## config.mk

```make
export PLATFORM = sky130hd
export DESIGN_NAME = dmem_arbiter_flat
export DESIGN_NICKNAME = d
export VERILOG_FILES = /design/src/rtl/dmem_pkg.sv /design/src/rtl/dmem_arbiter_if.sv /design/src/rtl/rr_arb2.sv /design/src/rtl/dmem_arbiter.sv /design/src/flat_wrapper.sv
export SDC_FILE = /design/constraint.sdc
export NUM_CORES = 1
export LEC_CHECK = 0
export CAP_MARGIN = 40
export CORE_MARGIN = 8
export CORE_UTILIZATION = 35
export DETAILED_ROUTE_END_ITERATION = 8
export PLACE_DENSITY = 0.78
export SKIP_LAST_GASP = 1
export SLEW_MARGIN = 20
export SYNTH_ARGS = -nofsm -noshare
export SYNTH_HDL_FRONTEND = slang
export SYNTH_SLANG_ARGS = --single-unit
```

## constraint.sdc

```tcl
create_clock -name clk -period 2.1 [get_ports clk]
set_clock_uncertainty 0.2 [all_clocks]
set_input_delay 0.21 -clock clk [delete_from_list [all_inputs] [get_ports clk]]
set_output_delay 0.21 -clock clk [all_outputs]
set_load 0.01 [all_outputs]
```

## src/rtl/dmem_pkg.sv

```systemverilog
// Shared constants for the two-port data-memory arbiter: default widths and
// FSM state encoding.
package dmem_pkg;

  localparam int NBITS_DEF    = 31;
  localparam int ADDRSZ_DEF   = 4;
  localparam int LOCK_MAX_DEF = 8;

  typedef logic [1:0] state_t;

  localparam logic [1:0] ST_ARB   = 2'd0;
  localparam logic [1:0] ST_LOCK0 = 2'd1;
  localparam logic [1:0] ST_LOCK1 = 2'd2;

endpackage

```

## src/rtl/dmem_arbiter_if.sv

```systemverilog
// Client-side bundle of the arbiter: two request ports with grant and read
// response signals.
interface dmem_arbiter_if #(
  parameter int NBITS  = dmem_pkg::NBITS_DEF,
  parameter int ADDRSZ = dmem_pkg::ADDRSZ_DEF
);
  // Handshake: a client raises pN_req with we/lock/addr/wdata stable and holds
  // them until pN_gnt is seen high; the access happens at the posedge of that
  // gnt cycle. A read returns pN_rdata with a single-cycle pN_rvalid pulse in
  // the following cycle; pN_rdata holds until the next read.
  logic                     p0_req;
  logic                     p0_we;
  logic                     p0_lock;
  logic        [ADDRSZ:0]   p0_addr;
  logic signed [NBITS:0]    p0_wdata;
  logic                     p0_gnt;
  logic                     p0_rvalid;
  logic signed [NBITS:0]    p0_rdata;

  logic                     p1_req;
  logic                     p1_we;
  logic                     p1_lock;
  logic        [ADDRSZ:0]   p1_addr;
  logic signed [NBITS:0]    p1_wdata;
  logic                     p1_gnt;
  logic                     p1_rvalid;
  logic signed [NBITS:0]    p1_rdata;

  modport master (
    output p0_req, p0_we, p0_lock, p0_addr, p0_wdata,
    output p1_req, p1_we, p1_lock, p1_addr, p1_wdata,
    input  p0_gnt, p0_rvalid, p0_rdata,
    input  p1_gnt, p1_rvalid, p1_rdata
  );

  modport slave (
    input  p0_req, p0_we, p0_lock, p0_addr, p0_wdata,
    input  p1_req, p1_we, p1_lock, p1_addr, p1_wdata,
    output p0_gnt, p0_rvalid, p0_rdata,
    output p1_gnt, p1_rvalid, p1_rdata
  );
endinterface

```

## src/rtl/rr_arb2.sv

```systemverilog
// Two-way round-robin grant selection; last_gnt names the port granted most
// recently, so the other port wins a tie.
module rr_arb2 (
  input  logic req0,
  input  logic req1,
  input  logic last_gnt,
  output logic gnt0,
  output logic gnt1
);

  assign gnt0 = req0 & (~req1 | last_gnt);
  assign gnt1 = req1 & (~req0 | ~last_gnt);

endmodule

```

## src/rtl/dmem_arbiter.sv

```systemverilog
// Two-port arbiter in front of a single-port memory with combinational read:
// round-robin grants, bounded lock ownership and registered read responses.
module dmem_arbiter
  import dmem_pkg::*;
#(
  parameter int NBITS    = NBITS_DEF,
  parameter int ADDRSZ   = ADDRSZ_DEF,
  parameter int LOCK_MAX = LOCK_MAX_DEF
) (
  input  logic                   clk,
  input  logic                   rst,
  dmem_arbiter_if.slave          bus,
  output logic                   mem_write_ena,
  output logic        [ADDRSZ:0] mem_addr,
  output logic signed [NBITS:0]  mem_data_wr,
  input  logic signed [NBITS:0]  mem_data_rd,
  output state_t                 dbg_state
);

  localparam int CW       = $clog2(LOCK_MAX + 1);
  localparam bit CAN_LOCK = (LOCK_MAX > 1);

  state_t        state, state_nxt;
  logic          last_gnt, last_nxt;
  logic [CW-1:0] cnt, cnt_nxt, cnt_inc;
  logic          req0_m, req1_m, gnt0, gnt1;

  // A locked owner masks the other port out of arbitration; reset masks both.
  assign req0_m = bus.p0_req & ~rst & (state != ST_LOCK1);
  assign req1_m = bus.p1_req & ~rst & (state != ST_LOCK0);

  rr_arb2 u_rr (
    .req0     (req0_m),
    .req1     (req1_m),
    .last_gnt (last_gnt),
    .gnt0     (gnt0),
    .gnt1     (gnt1)
  );

  assign bus.p0_gnt = gnt0;
  assign bus.p1_gnt = gnt1;
  assign dbg_state  = state;
  assign cnt_inc    = cnt + CW'(1);

  always_comb begin
    mem_write_ena = 1'b0;
    mem_addr      = '0;
    mem_data_wr   = '0;
    if (gnt0) begin
      mem_write_ena = bus.p0_we;
      mem_addr      = bus.p0_addr;
      mem_data_wr   = bus.p0_wdata;
    end else if (gnt1) begin
      mem_write_ena = bus.p1_we;
      mem_addr      = bus.p1_addr;
      mem_data_wr   = bus.p1_wdata;
    end
  end

  always_comb begin
    state_nxt = state;
    cnt_nxt   = cnt;
    last_nxt  = last_gnt;
    if (gnt0) last_nxt = 1'b0;
    if (gnt1) last_nxt = 1'b1;
    case (state)
      ST_ARB: begin
        if (CAN_LOCK && ((gnt0 && bus.p0_lock) || (gnt1 && bus.p1_lock))) begin
          state_nxt = gnt1 ? ST_LOCK1 : ST_LOCK0;
          cnt_nxt   = CW'(1);
        end
      end
      ST_LOCK0: begin
        // Stay only while the owner keeps locking and has budget left.
        if (gnt0 && bus.p0_lock && (cnt_inc != CW'(LOCK_MAX))) begin
          cnt_nxt = cnt_inc;
        end else begin
          state_nxt = ST_ARB;
          cnt_nxt   = '0;
        end
      end
      ST_LOCK1: begin
        if (gnt1 && bus.p1_lock && (cnt_inc != CW'(LOCK_MAX))) begin
          cnt_nxt = cnt_inc;
        end else begin
          state_nxt = ST_ARB;
          cnt_nxt   = '0;
        end
      end
      default: begin
        state_nxt = ST_ARB;
        cnt_nxt   = '0;
      end
    endcase
  end

  always_ff @(posedge clk) begin
    if (rst) begin
      state         <= ST_ARB;
      last_gnt      <= 1'b1;
      cnt           <= '0;
      bus.p0_rvalid <= 1'b0;
      bus.p1_rvalid <= 1'b0;
      bus.p0_rdata  <= '0;
      bus.p1_rdata  <= '0;
    end else begin
      state         <= state_nxt;
      last_gnt      <= last_nxt;
      cnt           <= cnt_nxt;
      bus.p0_rvalid <= gnt0 & ~bus.p0_we;
      bus.p1_rvalid <= gnt1 & ~bus.p1_we;
      if (gnt0 && !bus.p0_we) bus.p0_rdata <= mem_data_rd;
      if (gnt1 && !bus.p1_we) bus.p1_rdata <= mem_data_rd;
    end
  end

endmodule

```

## src/flat_wrapper.sv

```systemverilog
// flat-port wrapper written by rule: the top's interface ports become plain ports
module dmem_arbiter_flat import dmem_pkg::*;
#(
  parameter int NBITS    = NBITS_DEF,
  parameter int ADDRSZ   = ADDRSZ_DEF,
  parameter int LOCK_MAX = LOCK_MAX_DEF
)
  (clk, rst, mem_write_ena, mem_addr, mem_data_wr, mem_data_rd, dbg_state, bus_p0_req, bus_p0_we, bus_p0_lock, bus_p0_addr, bus_p0_wdata, bus_p1_req, bus_p1_we, bus_p1_lock, bus_p1_addr, bus_p1_wdata, bus_p0_gnt, bus_p0_rvalid, bus_p0_rdata, bus_p1_gnt, bus_p1_rvalid, bus_p1_rdata);
  dmem_arbiter_if #(.NBITS(NBITS), .ADDRSZ(ADDRSZ)) bus_i ();
  input  logic clk;
  input  logic rst;
  output logic mem_write_ena;
  output logic        [ADDRSZ:0] mem_addr;
  output logic signed [NBITS:0] mem_data_wr;
  input  logic signed [NBITS:0] mem_data_rd;
  output state_t dbg_state;
  input wire logic [$bits(bus_i.p0_req)-1:0] bus_p0_req;
  input wire logic [$bits(bus_i.p0_we)-1:0] bus_p0_we;
  input wire logic [$bits(bus_i.p0_lock)-1:0] bus_p0_lock;
  input wire logic [$bits(bus_i.p0_addr)-1:0] bus_p0_addr;
  input wire logic [$bits(bus_i.p0_wdata)-1:0] bus_p0_wdata;
  input wire logic [$bits(bus_i.p1_req)-1:0] bus_p1_req;
  input wire logic [$bits(bus_i.p1_we)-1:0] bus_p1_we;
  input wire logic [$bits(bus_i.p1_lock)-1:0] bus_p1_lock;
  input wire logic [$bits(bus_i.p1_addr)-1:0] bus_p1_addr;
  input wire logic [$bits(bus_i.p1_wdata)-1:0] bus_p1_wdata;
  output wire logic [$bits(bus_i.p0_gnt)-1:0] bus_p0_gnt;
  output wire logic [$bits(bus_i.p0_rvalid)-1:0] bus_p0_rvalid;
  output wire logic [$bits(bus_i.p0_rdata)-1:0] bus_p0_rdata;
  output wire logic [$bits(bus_i.p1_gnt)-1:0] bus_p1_gnt;
  output wire logic [$bits(bus_i.p1_rvalid)-1:0] bus_p1_rvalid;
  output wire logic [$bits(bus_i.p1_rdata)-1:0] bus_p1_rdata;
  assign bus_i.p0_req = bus_p0_req;
  assign bus_i.p0_we = bus_p0_we;
  assign bus_i.p0_lock = bus_p0_lock;
  assign bus_i.p0_addr = bus_p0_addr;
  assign bus_i.p0_wdata = bus_p0_wdata;
  assign bus_i.p1_req = bus_p1_req;
  assign bus_i.p1_we = bus_p1_we;
  assign bus_i.p1_lock = bus_p1_lock;
  assign bus_i.p1_addr = bus_p1_addr;
  assign bus_i.p1_wdata = bus_p1_wdata;
  assign bus_p0_gnt = bus_i.p0_gnt;
  assign bus_p0_rvalid = bus_i.p0_rvalid;
  assign bus_p0_rdata = bus_i.p0_rdata;
  assign bus_p1_gnt = bus_i.p1_gnt;
  assign bus_p1_rvalid = bus_i.p1_rvalid;
  assign bus_p1_rdata = bus_i.p1_rdata;
  dmem_arbiter #(.NBITS(NBITS), .ADDRSZ(ADDRSZ), .LOCK_MAX(LOCK_MAX)) u_core (.clk(clk), .rst(rst), .bus(bus_i), .mem_write_ena(mem_write_ena), .mem_addr(mem_addr), .mem_data_wr(mem_data_wr), .mem_data_rd(mem_data_rd), .dbg_state(dbg_state));
endmodule
```

# Yosys cells after proc, flatten, opt, wreduce, memory -nomap -nowiden
# Cells that the tools add are included.
# W data, S select, Z words.
[totals] wordCells=59 regBits=73 inputBits=114
[op_classes] add_sub_neg=1 n_reduce_logical=12 n_eq_ne=8 n_bitwise=16 muxes=15
[op_table] op="$mux W32" count=2
[op_table] op="$mux W4" count=3
[op_table] op="$pmux W4 S3" count=1
[op_table] op="$mux W5" count=2
[op_table] op="$and A1 B1 Y1" count=8
[op_table] op="$mux W2" count=4
[op_table] op="$logic_and A1 B1 Y1" count=6
[op_table] op="$ne A2 B2 Y1 const B" count=3
[op_table] op="$not A1 Y1" count=6
[op_table] op="$pmux W2 S3" count=1
[op_table] op="$add A4 B1 Y4 const B" count=1
[op_table] op="$ne A2 B1 Y1 const B" count=2
[op_table] op="$ne A4 B4 Y1 const B" count=1
[op_table] op="$reduce_and A3 Y1" count=1
[op_table] op="$eq A2 B1 Y1 const B" count=1
[op_table] op="$eq A2 B2 Y1 const B" count=1
[op_table] op="$logic_not A1 Y1" count=2
[op_table] op="$logic_not A2 Y1" count=1
[op_table] op="$mux W1" count=2
[op_table] op="$or A1 B1 Y1" count=2
[op_table] op="$reduce_or A2 Y1" count=1
[op_table] op="$logic_or A1 B1 Y1" count=1

# Depth between registers and ports, before layout
# Gate-level depths: netlist of run 1.
[logic_depth] word_depth=10 depth_mapped=7 depth_no_buf=5

# Modules after synthesis
# From an unflattened synthesis of run 1, not the netlist that was laid out.
[unflattened] cells_unflattened=387 hier_area_um2=3095.5
[by_module_without_submodules] mod="dmem_arbiter" n_inst=1 cells_per_inst=384 area_each_um2=3076.7 seq_area_each_um2=1461.4
[by_module_without_submodules] mod="rr_arb2" n_inst=1 cells_per_inst=3 area_each_um2=18.8 seq_area_each_um2=0.0

# Least setup slack after synthesis of run 1
# No wires, ideal clock.
[synth_timing] kind="flip-flop to output port" from="register u_core.state[0] (netlist: u_core.dbg_state[0])" to="output mem_data_wr[12]" t_arrival_ns=1.644 path_buffers=2 stages_incl_launch_ff=7 setup_slack_ns=0.046 path_cell_list="dfxtp_1 -> nand2b_1 -> a21oi_1 -> nor3b_1 -> buf_2 -> buf_2 -> a22o_1"
[synth_via] elab_chain_cells=7 word_cells_on_any_way=12 classes_between="eq/ne (2); mux (2); bitwise (8)"
[synth_rtl] item="start, declared" line="dmem_arbiter.sv:23" source="state_t state, state_nxt;"
[synth_rtl] item="start signal, assigned" line="dmem_arbiter.sv:107" source="state <= state_nxt;"
[synth_rtl] item="$ne A2 B2 Y1" line="dmem_arbiter.sv:29" source="assign req0_m = bus.p0_req & ~rst & (state != ST_LOCK1);"
[synth_rtl] item="$and A1 B1 Y1" line="dmem_arbiter.sv:29"
[synth_rtl] item="$not A1 Y1" line="rr_arb2.sv:12" source="assign gnt1 = req1 & (~req0 | ~last_gnt);"
[synth_rtl] item="$or A1 B1 Y1" line="rr_arb2.sv:12"
[synth_rtl] item="$and A1 B1 Y1" line="rr_arb2.sv:12"
[synth_rtl] item="$mux W32" line="dmem_arbiter.sv:53" source="end else if (gnt1) begin"
[synth_rtl] item="$mux W32 (*)" line="dmem_arbiter.sv:49" source="if (gnt0) begin"
[synth_rtl] item="end, declared" line="flat_wrapper.sv:14" source="output logic signed [NBITS:0] mem_data_wr;"
# Every way passes the cells marked *; elsewhere a longest branch is shown, timed or not.

# Final worst setup path of run 1
[layout_timing] from="register u_core.state[0] (netlist: u_core.dbg_state[0])" to="output mem_data_wr[8]"
# Same word-level chain as after synthesis.

==> impl_metrics.ini, run 1 <==
[critical_path]
r2r_cells = 8
critical_path.max_fanout = 5
reg2reg_setup_slack_ps = 70
crit_type = reg2out
cp.required_ps = 1690
crit-reg2reg-capture = u_core.bus.p1_rdata[29]
arrival_ps = 1850
start_kind = flip-flop
cp-end-kind = primary output
timing.rr.start = u_core.dbg_state[0]

[synthesis]
synth_edf_count = 0
synthArstFlopShare_pct = 0
ys_seq_elements = 73
postSynthAreaPerCell_um2 = 10.12
synth-warning-count = 0
mappedNetlistArea_um2 = 3105
ys_seq_area_share_pct = 47.06
postSynthCellCount = 307
synthesis.nets = 422
library_cells_used_by_synthesis = 33
synthFlopType = sky130_fd_sc_hd__dfxtp_1

[sta]
slew_headroom_pct = 54.57
timing.fmax_mhz = 442.0
grt_setup_unrepaired = yes
timing.setup.tns_ps = -4231
setup_ws_ps = -162.5
finalHoldWorstSlack_ps = 124.0
final.period_utilization_pct = 107.7
setup_violations = 39
final_hold_viol_count = 0
timing_max_transition_violations_final = 0
tightestPinTransition_ps = 681.4
post-route-min-period_ps = 2263

[floorplanning]
vertical_die_dimension_um = 110.2
core_area_um2 = 8678
num_io_pins = 222
initial_utilization_pct = 35.78
floorplan.rows = 34
floorplan.die_area_um2 = 12140
die_width_um = 110.2

[pwr]
power.share.sequential_pct = 37.1
pwr-share-clk_pct = 26.3
swShare_pct = 28.81
power_report.internal_total_w = 0.002923
net-switching-power_w = 0.001183
total_leakage_power_nw = 2.416
share_comb_of_total_power_pct = 36.6
power.density_cell_area_nw_per_um2 = 677.1
ir_drop_v = 0.0004938

[hold_path]
worstHoldPathCells = 4
holdCritPathClass = in2reg
min-delay-start = rst
min_to = u_core.last_gnt

[clocking]
clock_path_buffers = 2
htreeDepth = 3
cts_root_buffer = sky130_fd_sc_hd__clkbuf_8
cts.sinks = 73
clkTransAtPathRegs_ps = 80
cts_made_buffers = 9
tritoncts_clock_tree = done
worst_skew_pair.late_latency_ps = 340

[finish]
layout-area-overhead-vs-synth_pct = 95.29
layout.cells.most_common_list = sky130_fd_sc_hd__clkdlybuf4s50_1, sky130_fd_sc_hd__dfxtp_1, sky130_fd_sc_hd__nor2_1
layout.nets = 679
layoutNonFillerInstCount = 676
num_antenna_cells = 0
design_area_um2 = 6065
ratio_of_cells_with_drive_above_1_in_the_final_layout_pct = 20.95
final_common_cell = sky130_fd_sc_hd__clkdlybuf4s50_1

[grt]
first_pass_grt_wire_length_um = 18980
grt_max_degree = 69
number_of_antenna_violations_at_the_first_check_in_global_routing = 0
gr-usage-all-layers_pct = 20.46
grt-ovfl-total = 0
number_of_global_route_vias_before_repair = 3389

[job]
cap_violations = 0

[route]
detail_route.wirelength_um = 13590
num_vias = 3313
post_route_antenna_net_violation_count = 0
drt_drc_violations_left = 0
first_pass_iters = 4
first_iter_violations = 131
vias_per_cell = 4.901
route.detailed.wl_per_inst_um = 20.10

[status]
violations = setup timing
outcome = complete, but fails checks

[placed_design]
port_buffers = 221
instance_area_after_placement_um2 = 5592
place_inst = 640
place_congestion = 0.9114
dpl_worst_slack_ps = -420.6
dpl.hpwl_um = 9722
[per-stage QoR]
step / total power (W) / util (%)
after floorplan: 0.002077 / -
after global placement: 0.002858 / 64.43
after detailed placement: 0.002887 / 64.43
after CTS: 0.004096 / 69.13
after global routing: 0.004284 / 69.88
final: 0.004106 / 69.88
[synthesized netlist by cell type (all sizes together) (3+ instances only)]
cell | number | area (µm²)
a21oi | 5 | 25.02
a22o | 38 | 332.8
buf | 10 | 87.58
clkbuf | 13 | 48.80
dfxtp | 73 | 1461
mux2i | 64 | 640.6
nand2 | 7 | 26.28
nand2b | 3 | 18.77
nor2 | 67 | 251.5
[how the worst max path moves through the flow]
stage	depth (start not counted)	endpoint	startpoint
after global placement	6	mem_data_wr[13]	bus_p0_req
final	8	mem_data_wr[8]	u_core.dbg_state[0]
after detailed placement	7	mem_data_wr[13]	bus_p1_req
after CTS	8	mem_data_wr[21]	u_core.dbg_state[0]
after floorplan	6	mem_data_wr[12]	u_core.dbg_state[0]
after global routing	8	mem_data_wr[8]	u_core.dbg_state[0]
[critical path, stage by stage (launching register included)]
cell,delay [ps]
sky130_fd_sc_hd__dfxtp_2,340
sky130_fd_sc_hd__nand2b_4,160
sky130_fd_sc_hd__a21oi_4,160
sky130_fd_sc_hd__nor3b_2,60
sky130_fd_sc_hd__buf_4,160
sky130_fd_sc_hd__buf_8,150
sky130_fd_sc_hd__clkbuf_16,150
sky130_fd_sc_hd__a22o_1,200
sky130_fd_sc_hd__buf_2,140
[power by group through the flow]
stage	Sequential [W]	Combinational, W	Clock, W
finish	0.00152	0.00150	0.00108
global route	0.00153	0.00159	0.00116
CTS	0.00152	0.00147	0.00111
detailed placement	0.00154	0.00134	0
global placement	0.00154	0.00132	0
floorplan	0.00158	0.000492	0
[final cells by class]
class | instances | area (µm²)
repair buffers | 269 | 2689
fillers | 665 | 2614
multi-input cells | 210 | 1578
flip-flops and latches | 73 | 1465
clock buffers | 10 | 137.6
well taps | 108 | 135.1
clock inverters | 5 | 56.30
inverters | 1 | 3.754
[state kept, by name, indices dropped and copies added (netlist names)]
name,count
u_core.bus.p1_rdata,32
u_core.last_gnt,1
u_core.bus.p0_rvalid,1
u_core.cnt,4
u_core.bus.p1_rvalid,1
u_core.dbg_state,2
u_core.bus.p0_rdata,32
[repair_timing]
action,4_1_cts,5_1_grt
gates resized for setup,184,14
buffers inserted,11,3
setup endpoints to repair,71,74
gates cloned,9,4
pin swaps,8,19
hold buffers,0,0
[cell families after synthesis]
logic type / after synthesis / synth area share (%)
compound gates: 54 / 14.54
xor+xnor: 1 / 0.2821
fa+ha+maj: 1 / 0.4028
buf+inv: 24 / 4.512
flops: 73 / 47.06
mux: 66 / 21.35
simple gates: 88 / 11.85
[layer usage]
layer  share of wire [%]  vias up  global-route usage, %
met4                0.46        0                  4.377
li1                    -     1612                      -
met2                  51      114                  33.73
met1                  41     1580                  25.44
met5                   0        -                      0
met3                 8.0        7                  6.802
(Power assumes the default switching activity.)
==> run 2: changes to the inputs <==
- SLEW_MARGIN: 20 -> unset
==> results of run 2 <==
Final layout, timing and power as in run 1 (identical DEF).
